File: src/rtl/uc_rr_scheduler_pkg.sv
// Shared types and sizing for the unit-clause scheduler slice.
package uc_pkg;

  localparam int unsigned NUM_ENGINE = 4;
  localparam int unsigned UC_LENGTH  = 1024;
  localparam int unsigned UCQ_SIZE   = 16;
  localparam int unsigned LIT_W      = $clog2(UC_LENGTH);
  localparam int unsigned PTR_W      = $clog2(UCQ_SIZE);
  localparam int unsigned CNT_W      = PTR_W + 1;
  localparam int unsigned ENG_W      = $clog2(NUM_ENGINE);

  // Signed literal: positive = var true, negative = var false, 0 = null
  typedef logic signed [LIT_W-1:0] lit_t;

  typedef enum logic [2:0] {
    IDLE,
    LOAD,
    RUN,
    CONFLICT,
    DONE
  } uc_state_t;

  // Opposite polarity of a literal
  function automatic lit_t lit_neg(input lit_t l);
    return lit_t'(-l);
  endfunction

endpackage

File: src/rtl/uc_rr_scheduler_if.sv
// Handshake bundle between the scheduler, clause memory and the BCP engines.
interface uc_rr_scheduler_if;
  import uc_pkg::*;

  logic                  start;
  logic                  mem2uca_valid;
  lit_t                  mem2uca;
  logic                  mem2uca_done;
  logic                  mem2uca_ready;
  lit_t                  eng2uca_min [NUM_ENGINE];
  logic [NUM_ENGINE-1:0] eng2uca_valid;
  logic [NUM_ENGINE-1:0] eng2uca_empty;
  logic [NUM_ENGINE-1:0] uca2eng_full;
  logic [NUM_ENGINE-1:0] uca2eng_pop;
  lit_t                  uca2eng;
  logic                  uca2eng_valid;
  logic                  conflict;
  logic                  done;
  logic [CNT_W-1:0]      ucq_count;

  // Scheduler side
  modport master (
    input  start, mem2uca_valid, mem2uca, mem2uca_done,
    input  eng2uca_min, eng2uca_valid, eng2uca_empty, uca2eng_full,
    output mem2uca_ready, uca2eng_pop, uca2eng, uca2eng_valid,
    output conflict, done, ucq_count
  );

  // Memory / engine side
  modport slave (
    output start, mem2uca_valid, mem2uca, mem2uca_done,
    output eng2uca_min, eng2uca_valid, eng2uca_empty, uca2eng_full,
    input  mem2uca_ready, uca2eng_pop, uca2eng, uca2eng_valid,
    input  conflict, done, ucq_count
  );

endinterface

File: src/rtl/uc_rr_scheduler_fifo_cam.sv
// Circular UC FIFO with a parallel equal / negated match on one search literal.
module uc_fifo_cam
  import uc_pkg::*;
(
  input  logic             clk,
  input  logic             rst,
  input  logic             i_push,
  input  lit_t             i_push_lit,
  input  logic             i_pop,
  input  lit_t             i_search,
  output lit_t             o_head,
  output logic [CNT_W-1:0] o_count,
  output logic             o_full,
  output logic             o_empty,
  output logic             o_eq_hit,
  output logic             o_neg_hit
);

  lit_t                r_mem [UCQ_SIZE];
  logic [PTR_W-1:0]    r_head;
  logic [PTR_W-1:0]    r_tail;
  logic [CNT_W-1:0]    r_count;
  logic                w_do_push;
  logic                w_do_pop;
  logic [UCQ_SIZE-1:0] w_valid;
  logic [UCQ_SIZE-1:0] w_eq;
  logic [UCQ_SIZE-1:0] w_neg;

  assign o_full    = (r_count == CNT_W'(UCQ_SIZE));
  assign o_empty   = (r_count == '0);
  assign w_do_pop  = i_pop && !o_empty;
  assign w_do_push = i_push && (!o_full || w_do_pop);
  assign o_head    = r_mem[r_head];
  assign o_count   = r_count;
  assign o_eq_hit  = |w_eq;
  assign o_neg_hit = |w_neg;

  // Occupied-slot mask from head/count, then compare every live entry
  always_comb begin
    w_valid = '0;
    w_eq    = '0;
    w_neg   = '0;
    for (int k = 0; k < int'(UCQ_SIZE); k++) begin
      w_valid[k] = ({1'b0, PTR_W'(PTR_W'(k) - r_head)} < r_count);
      w_eq[k]    = w_valid[k] && (r_mem[k] == i_search);
      w_neg[k]   = w_valid[k] && (r_mem[k] == lit_neg(i_search));
    end
  end

  // Pointer and occupancy update; push+pop leaves the count unchanged
  always_ff @(posedge clk) begin
    if (rst) begin
      r_head  <= '0;
      r_tail  <= '0;
      r_count <= '0;
    end else begin
      if (w_do_push) r_tail <= r_tail + PTR_W'(1);
      if (w_do_pop)  r_head <= r_head + PTR_W'(1);
      case ({w_do_push, w_do_pop})
        2'b10:   r_count <= r_count + CNT_W'(1);
        2'b01:   r_count <= r_count - CNT_W'(1);
        default: r_count <= r_count;
      endcase
    end
  end

  // Storage write
  always_ff @(posedge clk) begin
    if (w_do_push) r_mem[r_tail] <= i_push_lit;
  end

endmodule

File: src/rtl/uc_rr_scheduler.sv
// Unit-clause scheduler: memory load, round-robin engine pops, broadcast,
// conflict and quiescence detection.
module uc_rr_scheduler
  import uc_pkg::*;
(
  input  logic               clk,
  input  logic               rst,
  uc_rr_scheduler_if.master  bus
);

  uc_state_t             r_state;
  uc_state_t             w_state_nxt;
  logic [ENG_W-1:0]      r_rr_ptr;
  logic                  r_quiet_seen;
  lit_t                  r_uca2eng;
  logic                  r_uca2eng_valid;
  logic                  r_conflict;
  logic                  r_done;

  logic [NUM_ENGINE-1:0] w_req;
  logic [NUM_ENGINE-1:0] w_gnt;
  logic [ENG_W-1:0]      w_gnt_idx;
  logic                  w_gnt_any;
  logic                  w_room;
  logic                  w_mem_ready;
  lit_t                  w_search;
  logic                  w_consume;
  logic                  w_push;
  logic                  w_conflict_det;
  logic                  w_bcast_raw;
  logic                  w_bcast;
  logic                  w_quiet;

  lit_t                  w_head;
  logic [CNT_W-1:0]      w_count;
  logic                  w_full;
  logic                  w_empty;
  logic                  w_eq_hit;
  logic                  w_neg_hit;

  uc_fifo_cam u_fifo (
    .clk        (clk),
    .rst        (rst),
    .i_push     (w_push),
    .i_push_lit (w_search),
    .i_pop      (w_bcast),
    .i_search   (w_search),
    .o_head     (w_head),
    .o_count    (w_count),
    .o_full     (w_full),
    .o_empty    (w_empty),
    .o_eq_hit   (w_eq_hit),
    .o_neg_hit  (w_neg_hit)
  );

  assign w_req       = bus.eng2uca_valid & ~bus.eng2uca_empty;
  assign w_mem_ready = (r_state == LOAD) && !w_full;
  // Broadcast candidate ignores conflict so grant room has no loop through it
  assign w_bcast_raw = (r_state == RUN) && !w_empty && (bus.uca2eng_full == '0);
  assign w_bcast     = w_bcast_raw && !w_conflict_det;
  assign w_room      = (r_state == RUN) && (!w_full || w_bcast_raw);
  assign w_quiet     = (r_state == RUN) && w_empty && (&bus.eng2uca_empty) &&
                       !w_gnt_any && !w_bcast_raw;

  // Round-robin scan starting at the pointer, wrapping over all engines
  always_comb begin
    logic [ENG_W-1:0] idx;
    w_gnt     = '0;
    w_gnt_idx = '0;
    w_gnt_any = 1'b0;
    idx       = '0;
    for (int off = 0; off < int'(NUM_ENGINE); off++) begin
      idx = r_rr_ptr + ENG_W'(off);
      if (!w_gnt_any && w_room && w_req[idx]) begin
        w_gnt[idx] = 1'b1;
        w_gnt_idx  = idx;
        w_gnt_any  = 1'b1;
      end
    end
  end

  // Select the literal offered this cycle and classify it against the FIFO
  always_comb begin
    w_search  = '0;
    w_consume = 1'b0;
    if (r_state == LOAD) begin
      w_search  = bus.mem2uca;
      w_consume = bus.mem2uca_valid && w_mem_ready;
    end else begin
      w_search  = bus.eng2uca_min[w_gnt_idx];
      w_consume = w_gnt_any;
    end
    w_conflict_det = w_consume && (w_search != '0) && w_neg_hit;
    w_push         = w_consume && (w_search != '0) && !w_eq_hit && !w_neg_hit;
  end

  // Next-state logic
  always_comb begin
    w_state_nxt = r_state;
    case (r_state)
      IDLE: if (bus.start) w_state_nxt = LOAD;
      LOAD: begin
        if (w_conflict_det)        w_state_nxt = CONFLICT;
        else if (bus.mem2uca_done) w_state_nxt = RUN;
      end
      RUN: begin
        if (w_conflict_det)               w_state_nxt = CONFLICT;
        else if (w_quiet && r_quiet_seen) w_state_nxt = DONE;
      end
      default: w_state_nxt = r_state;
    endcase
  end

  // State register
  always_ff @(posedge clk) begin
    if (rst) r_state <= IDLE;
    else     r_state <= w_state_nxt;
  end

  // Pointer, broadcast register, quiescence history and sticky flags
  always_ff @(posedge clk) begin
    if (rst) begin
      r_rr_ptr        <= '0;
      r_quiet_seen    <= 1'b0;
      r_uca2eng       <= '0;
      r_uca2eng_valid <= 1'b0;
      r_conflict      <= 1'b0;
      r_done          <= 1'b0;
    end else begin
      if (w_gnt_any) r_rr_ptr <= w_gnt_idx + ENG_W'(1);
      r_quiet_seen    <= w_quiet;
      r_uca2eng_valid <= w_bcast;
      if (w_bcast) r_uca2eng <= w_head;
      r_conflict      <= (w_state_nxt == CONFLICT);
      r_done          <= (w_state_nxt == DONE);
    end
  end

  assign bus.mem2uca_ready = w_mem_ready;
  assign bus.uca2eng_pop   = w_gnt;
  assign bus.uca2eng       = r_uca2eng;
  assign bus.uca2eng_valid = r_uca2eng_valid;
  assign bus.conflict      = r_conflict;
  assign bus.done          = r_done;
  assign bus.ucq_count     = w_count;

endmodule

File: src/flat_wrapper.sv
// flat-port wrapper written by rule: the top's interface ports become plain ports
module uc_rr_scheduler_flat import uc_pkg::*;
  (clk, rst, bus_start, bus_mem2uca_valid, bus_mem2uca, bus_mem2uca_done, bus_eng2uca_min, bus_eng2uca_valid, bus_eng2uca_empty, bus_uca2eng_full, bus_mem2uca_ready, bus_uca2eng_pop, bus_uca2eng, bus_uca2eng_valid, bus_conflict, bus_done, bus_ucq_count);
  uc_rr_scheduler_if bus_i ();
  input  logic clk;
  input  logic rst;
  input wire logic [$bits(bus_i.start)-1:0] bus_start;
  input wire logic [$bits(bus_i.mem2uca_valid)-1:0] bus_mem2uca_valid;
  input wire logic [$bits(bus_i.mem2uca)-1:0] bus_mem2uca;
  input wire logic [$bits(bus_i.mem2uca_done)-1:0] bus_mem2uca_done;
  input wire logic [$bits(bus_i.eng2uca_min)-1:0] bus_eng2uca_min;
  input wire logic [$bits(bus_i.eng2uca_valid)-1:0] bus_eng2uca_valid;
  input wire logic [$bits(bus_i.eng2uca_empty)-1:0] bus_eng2uca_empty;
  input wire logic [$bits(bus_i.uca2eng_full)-1:0] bus_uca2eng_full;
  output wire logic [$bits(bus_i.mem2uca_ready)-1:0] bus_mem2uca_ready;
  output wire logic [$bits(bus_i.uca2eng_pop)-1:0] bus_uca2eng_pop;
  output wire logic [$bits(bus_i.uca2eng)-1:0] bus_uca2eng;
  output wire logic [$bits(bus_i.uca2eng_valid)-1:0] bus_uca2eng_valid;
  output wire logic [$bits(bus_i.conflict)-1:0] bus_conflict;
  output wire logic [$bits(bus_i.done)-1:0] bus_done;
  output wire logic [$bits(bus_i.ucq_count)-1:0] bus_ucq_count;
  assign bus_i.start = bus_start;
  assign bus_i.mem2uca_valid = bus_mem2uca_valid;
  assign bus_i.mem2uca = bus_mem2uca;
  assign bus_i.mem2uca_done = bus_mem2uca_done;
  assign bus_i.eng2uca_min = {>>{bus_eng2uca_min}};
  assign bus_i.eng2uca_valid = bus_eng2uca_valid;
  assign bus_i.eng2uca_empty = bus_eng2uca_empty;
  assign bus_i.uca2eng_full = bus_uca2eng_full;
  assign bus_mem2uca_ready = bus_i.mem2uca_ready;
  assign bus_uca2eng_pop = bus_i.uca2eng_pop;
  assign bus_uca2eng = bus_i.uca2eng;
  assign bus_uca2eng_valid = bus_i.uca2eng_valid;
  assign bus_conflict = bus_i.conflict;
  assign bus_done = bus_i.done;
  assign bus_ucq_count = bus_i.ucq_count;
  uc_rr_scheduler u_core (.clk(clk), .rst(rst), .bus(bus_i));
endmodule
File: config.mk
export PLATFORM = sky130hd
export DESIGN_NAME = uc_rr_scheduler_flat
export DESIGN_NICKNAME = d
export VERILOG_FILES = /design/src/rtl/uc_rr_scheduler_pkg.sv /design/src/rtl/uc_rr_scheduler_if.sv /design/src/rtl/uc_rr_scheduler_fifo_cam.sv /design/src/rtl/uc_rr_scheduler.sv /design/src/flat_wrapper.sv
export SDC_FILE = /design/constraint.sdc
export NUM_CORES = 1
export LEC_CHECK = 0
export ABC_CLOCK_PERIOD_IN_PS = 12400
export BUFFER_PORTS_ARGS = -buffer_cell sky130_fd_sc_hd__buf_2
export CORE_ASPECT_RATIO = 0.9
export CORE_MARGIN = 1
export CORE_UTILIZATION = 47
export DETAILED_ROUTE_END_ITERATION = 8
export GPL_TIMING_DRIVEN = 1
export SLEW_MARGIN = 5
export SYNTH_ARGS = -nofsm -noshare
export SYNTH_HDL_FRONTEND = slang
export SYNTH_HIERARCHICAL = 1
export SYNTH_SLANG_ARGS = --single-unit
File: constraint.sdc
create_clock -name clk -period 12.4 [get_ports clk]
set_input_delay 1.86 -clock clk [delete_from_list [all_inputs] [get_ports clk]]
set_output_delay 1.86 -clock clk [all_outputs]
set_load 0.02 [all_outputs]
==> results.py <==
metrics = {
    "cts": {
        "htreeDepth": 4,
        "cts_resized": 0,
        "cts_num_sinks": 196,
        "numCtsBuffers": 17,
        "cts-root-buf": "clkbuf_16",
        "cts_tree": "done",
        "clock_path_buffers": 2,
        "clk_latency_ns": 0.46,
        "cts_setup_buffers": 0,
        "cts.hold.buffers_added": 0,
        "clkTransAtPathRegs_ns": 0.07,
    },
    "yosys": {
        "syn_nets": 1443,
        "synth_top_area_cell": "edfxtp_1",
        "yosysUniqueCellTypes": 92,
        "synthArstFlopShare_pct": 0,
        "syn_area_um2": 14600,
        "ys.flop_type": "edfxtp_1",
        "synth_edf_count": 160,
        "yosys_warnings": 6,
        "synthTopCellsByArea": "edfxtp_1 33%, xnor2_1 9.4%, mux4_2 8.3%",
        "ys_seq_area_share_pct": 37.9,
        "synth.top_cell.area_share_pct": 33.0,
        "syn_area_per_cell_um2": 11.0,
        "ys_seq_elements": 196,
        "synth_cells": 1327,
    },
    "setup_path": {
        "cp_slowest_stage_delay_ns": 0.89,
        "critPathLaunch": "bus_eng2uca_valid[3]",
        "end_kind": "flop",
        "startpoint_type": "primary input",
        "critical_path_class": "primary input to flop",
        "crit_slowest_cell": "and3_1",
        "worstPathMaxFanout": 36,
        "required_ns": 12.72,
        "rr_startpoint": "u_core/r_rr_ptr[0]",
        "worstPathArrival_ns": 10.91,
    },
    "final_layout": {
        "final_nets": 1497,
        "synthToLayoutAreaGrowth_pct": 10.4,
        "final_util_pct": 53.3,
        "drive_gt1_share_pct": 16.7,
        "fill_cells": 2652,
    },
    "grt": {
        "grt_use_total_pct": 29.9,
        "grt_pass1_vias": 10800,
        "gr-total-overflow": 0,
        "antenna_found_initial": 2,
        "grt_first_pass_wirelength_um": 70000,
        "grt_start_max_net_pins": 47,
    },
    "routing": {
        "drc": 0,
        "drtPass1Iterations": 6,
        "via_per_inst": 6.35,
        "final_antenna_net_count": 0,
        "drt_iter0_markers": 1406,
        "num_vias": 11400,
        "wl_per_cell_um": 26.1,
        "routed_wl_um": 47000,
    },
    "sta": {
        "fin_setup_tns_ns": 0,
        "fin_crit_ns": 10.59,
        "grt_setup_unrepaired": "no",
        "hold_viol": 0,
        "fin_crit_sh_pct": 85.4,
        "tightest_slew_ns": 0.939,
        "clock.fmax_ghz": 0.0944,
        "slew_headroom_pct": 36.5,
        "setup_viol": 0,
        "drv_slew": 0,
        "finalClockSkew_ns": 0.0146,
    },
    "status": {
        "status": "completed",
    },
    "die": {
        "die_x_um": 188,
        "die_y_um": 169,
        "io_pins": 90,
        "start_util_pct": 48.3,
        "core_area_um2": 30200,
        "row_count": 60,
        "floorplan.die_area_um2": 31700,
    },
    "placement": {
        "dp_hpwl_um": 35500,
        "portBuffers": 89,
        "gp_congestion": 1.01,
    },
    "pwr": {
        "power_frac_clock_pct": 31.4,
        "power_leakage_nw": 5.64,
        "combPwrFrac_pct": 27.8,
        "vdd_drop_max_mv": 0.0982,
        "p_total_mw": 1.83,
        "power_density_nw_per_um2": 114,
        "power.switching_uw": 597,
        "switching_share_pct": 32.7,
        "p_int_mw": 1.23,
        "power_frac_seq_pct": 40.8,
    },
    "min_path": {
        "min_path_type": "flop to flop",
        "min_from": "u_core/bus.uca2eng[5]",
    },
    "run": {
        "maxCapViolCount": 0,
    },
}
==> power by group through the flow <==
| stage | Sequential [mW] | Clock (mW) | Combinational [mW] |
|---|---|---|---|
| 2_1_floorplan | 0.758 | 0 | 0.349 |
| 3_3_place_gp | 0.760 | 0 | 0.497 |
| 3_5_place_dp | 0.760 | 0 | 0.497 |
| 4_1_cts | 0.745 | 0.582 | 0.499 |
| 5_1_grt | 0.747 | 0.603 | 0.540 |
| 6_report | 0.746 | 0.573 | 0.509 |
==> metal layers <==
layer / vias up / track usage, % / wire length (um)
met5: - / 0 / 0
met4: 0 / 9.61 / 1250
met3: 82 / 7.28 / 5030
met2: 642 / 43.5 / 20300
met1: 5594 / 43.5 / 20400
li1: 5099 / - / -
==> kinds of logic after synthesis <==
kind of cell               after synthesis  share of synthesized area (%)
adders and majority gates               51                           4.39
xor gates and xnor gates               287                           19.9
muxes                                   76                           9.89
and+or+nand+nor                        367                           13.9
buffers and inverters                  118                           3.34
AOI/OAI and AO/OA                      232                           10.7
DFF                                    196                           37.9
==> registers in the layout (all words and copies together) (netlist names), named ones only <==
| signal | flops |
|---|---|
| u_core/u_fifo/r_mem | 160 |
| u_core/bus.uca2eng | 10 |
| u_core/u_fifo/o_count | 5 |
| u_core/u_fifo/r_head | 4 |
| u_core/u_fifo/r_tail | 4 |
| u_core/r_state | 3 |
| u_core/r_rr_ptr | 2 |
| u_core/bus.conflict | 1 |
| u_core/bus.done | 1 |
| u_core/bus.uca2eng_valid | 1 |
| u_core/r_quiet_seen | 1 |
==> placed cells by master (no fill, tap or decap), drive strengths merged, types with 6 or more instances in the layout <==
cell type,Yosys,final
dfxtp,36,36
xnor2,157,157
xor2,103,103
edfxtp,160,160
a21o,13,13
mux4,54,54
ha,48,48
nor2b,13,13
nor4,34,34
o22ai,9,9
a22oi,8,8
a21oi,64,64
nor4b,6,6
nand3b,6,6
clkbuf,31,18
o221ai,9,9
mux2i,18,18
o31ai,6,6
a211oi,7,7
nor2,62,62
or3,6,6
nand2b,12,12
nand4,36,36
nand4b,7,7
o21ai,51,51
buf,44,110
nand3,39,39
or4,10,10
nand2,63,63
inv,42,49
nor3,23,23
and2,25,25
xnor3,26,26
==> worst paths after layout <==
kind / endpoint / slack (ns) / cells past startpoint
setup / recovery: u_core/u_fifo/o_count[4] / 1.81 / 31
hold reg to reg: u_core/bus.uca2eng[5] / 0.49 / 2
setup reg to reg: u_core/u_fifo/o_count[4] / 1.99 / 31
hold / removal: u_core/bus.uca2eng[5] / 0.49 / 2
==> Yosys cell counts, drive strengths merged (5+ instances only) <==
master / instances
a211oi: 7
nand3: 39
mux2i: 18
xnor3: 26
nor2b: 13
ha: 48
and3: 5
o31ai: 6
nand4: 36
nor4b: 6
dfxtp: 36
buf: 44
o221ai: 9
xor2: 103
nand2: 63
a21o: 13
nand2b: 12
a22oi: 8
nor4: 34
a2111oi: 5
nor2: 62
nor3: 23
o22ai: 9
clkbuf: 31
a31oi: 5
a21oi: 64
o21a: 5
inv: 42
edfxtp: 160
mux4: 54
nand4b: 7
o21ai: 51
nor3b: 5
and2: 25
nand3b: 6
or4: 10
or3: 6
xnor2: 157
==> critical path: cells and delay by family <==
kind / cells / cell delay, ns
buffers and inverters: 3 / 0.51
AND/OR/NAND/NOR: 13 / 4.14
AO/OA/AOI/OAI: 12 / 3.20
adder cells (fa/ha/maj): 1 / 0.33
XOR/XNOR: 1 / 0.31
multiplexers: 1 / 0.54
==> stage by stage <==
| step | hold WS (ns) | setup WS (ns) | cell area (um2) | std cells |
|---|---|---|---|---|
| 3_3_place_gp | 0.472 | 1.64 | 15500 | 1765 |
| 5_1_grt | 0.513 | 1.12 | 16100 | 1797 |
| 3_5_place_dp | 0.470 | 1.49 | 15500 | 1765 |
| 4_1_cts | 0.480 | 1.94 | 16100 | 1797 |
| 6_report | 0.486 | 1.81 | 16100 | 1798 |
| 2_1_floorplan | 0.476 | 2.40 | 14600 | 1327 |
==> layout make-up <==
cell class                 instances  area [um2]  area share, %
inverter                          43         161           1.00
sequential                       196        5530           34.4
antenna                            1        2.50         0.0156
multi-input combinational       1013        8700           54.1
timing repair buffer             110         603           3.75
clock inverter                    14         164           1.02
tap                              403         504           3.13
clock buffer                      18         429           2.67
No activity file was read; power rests on OpenSTA's default activity.
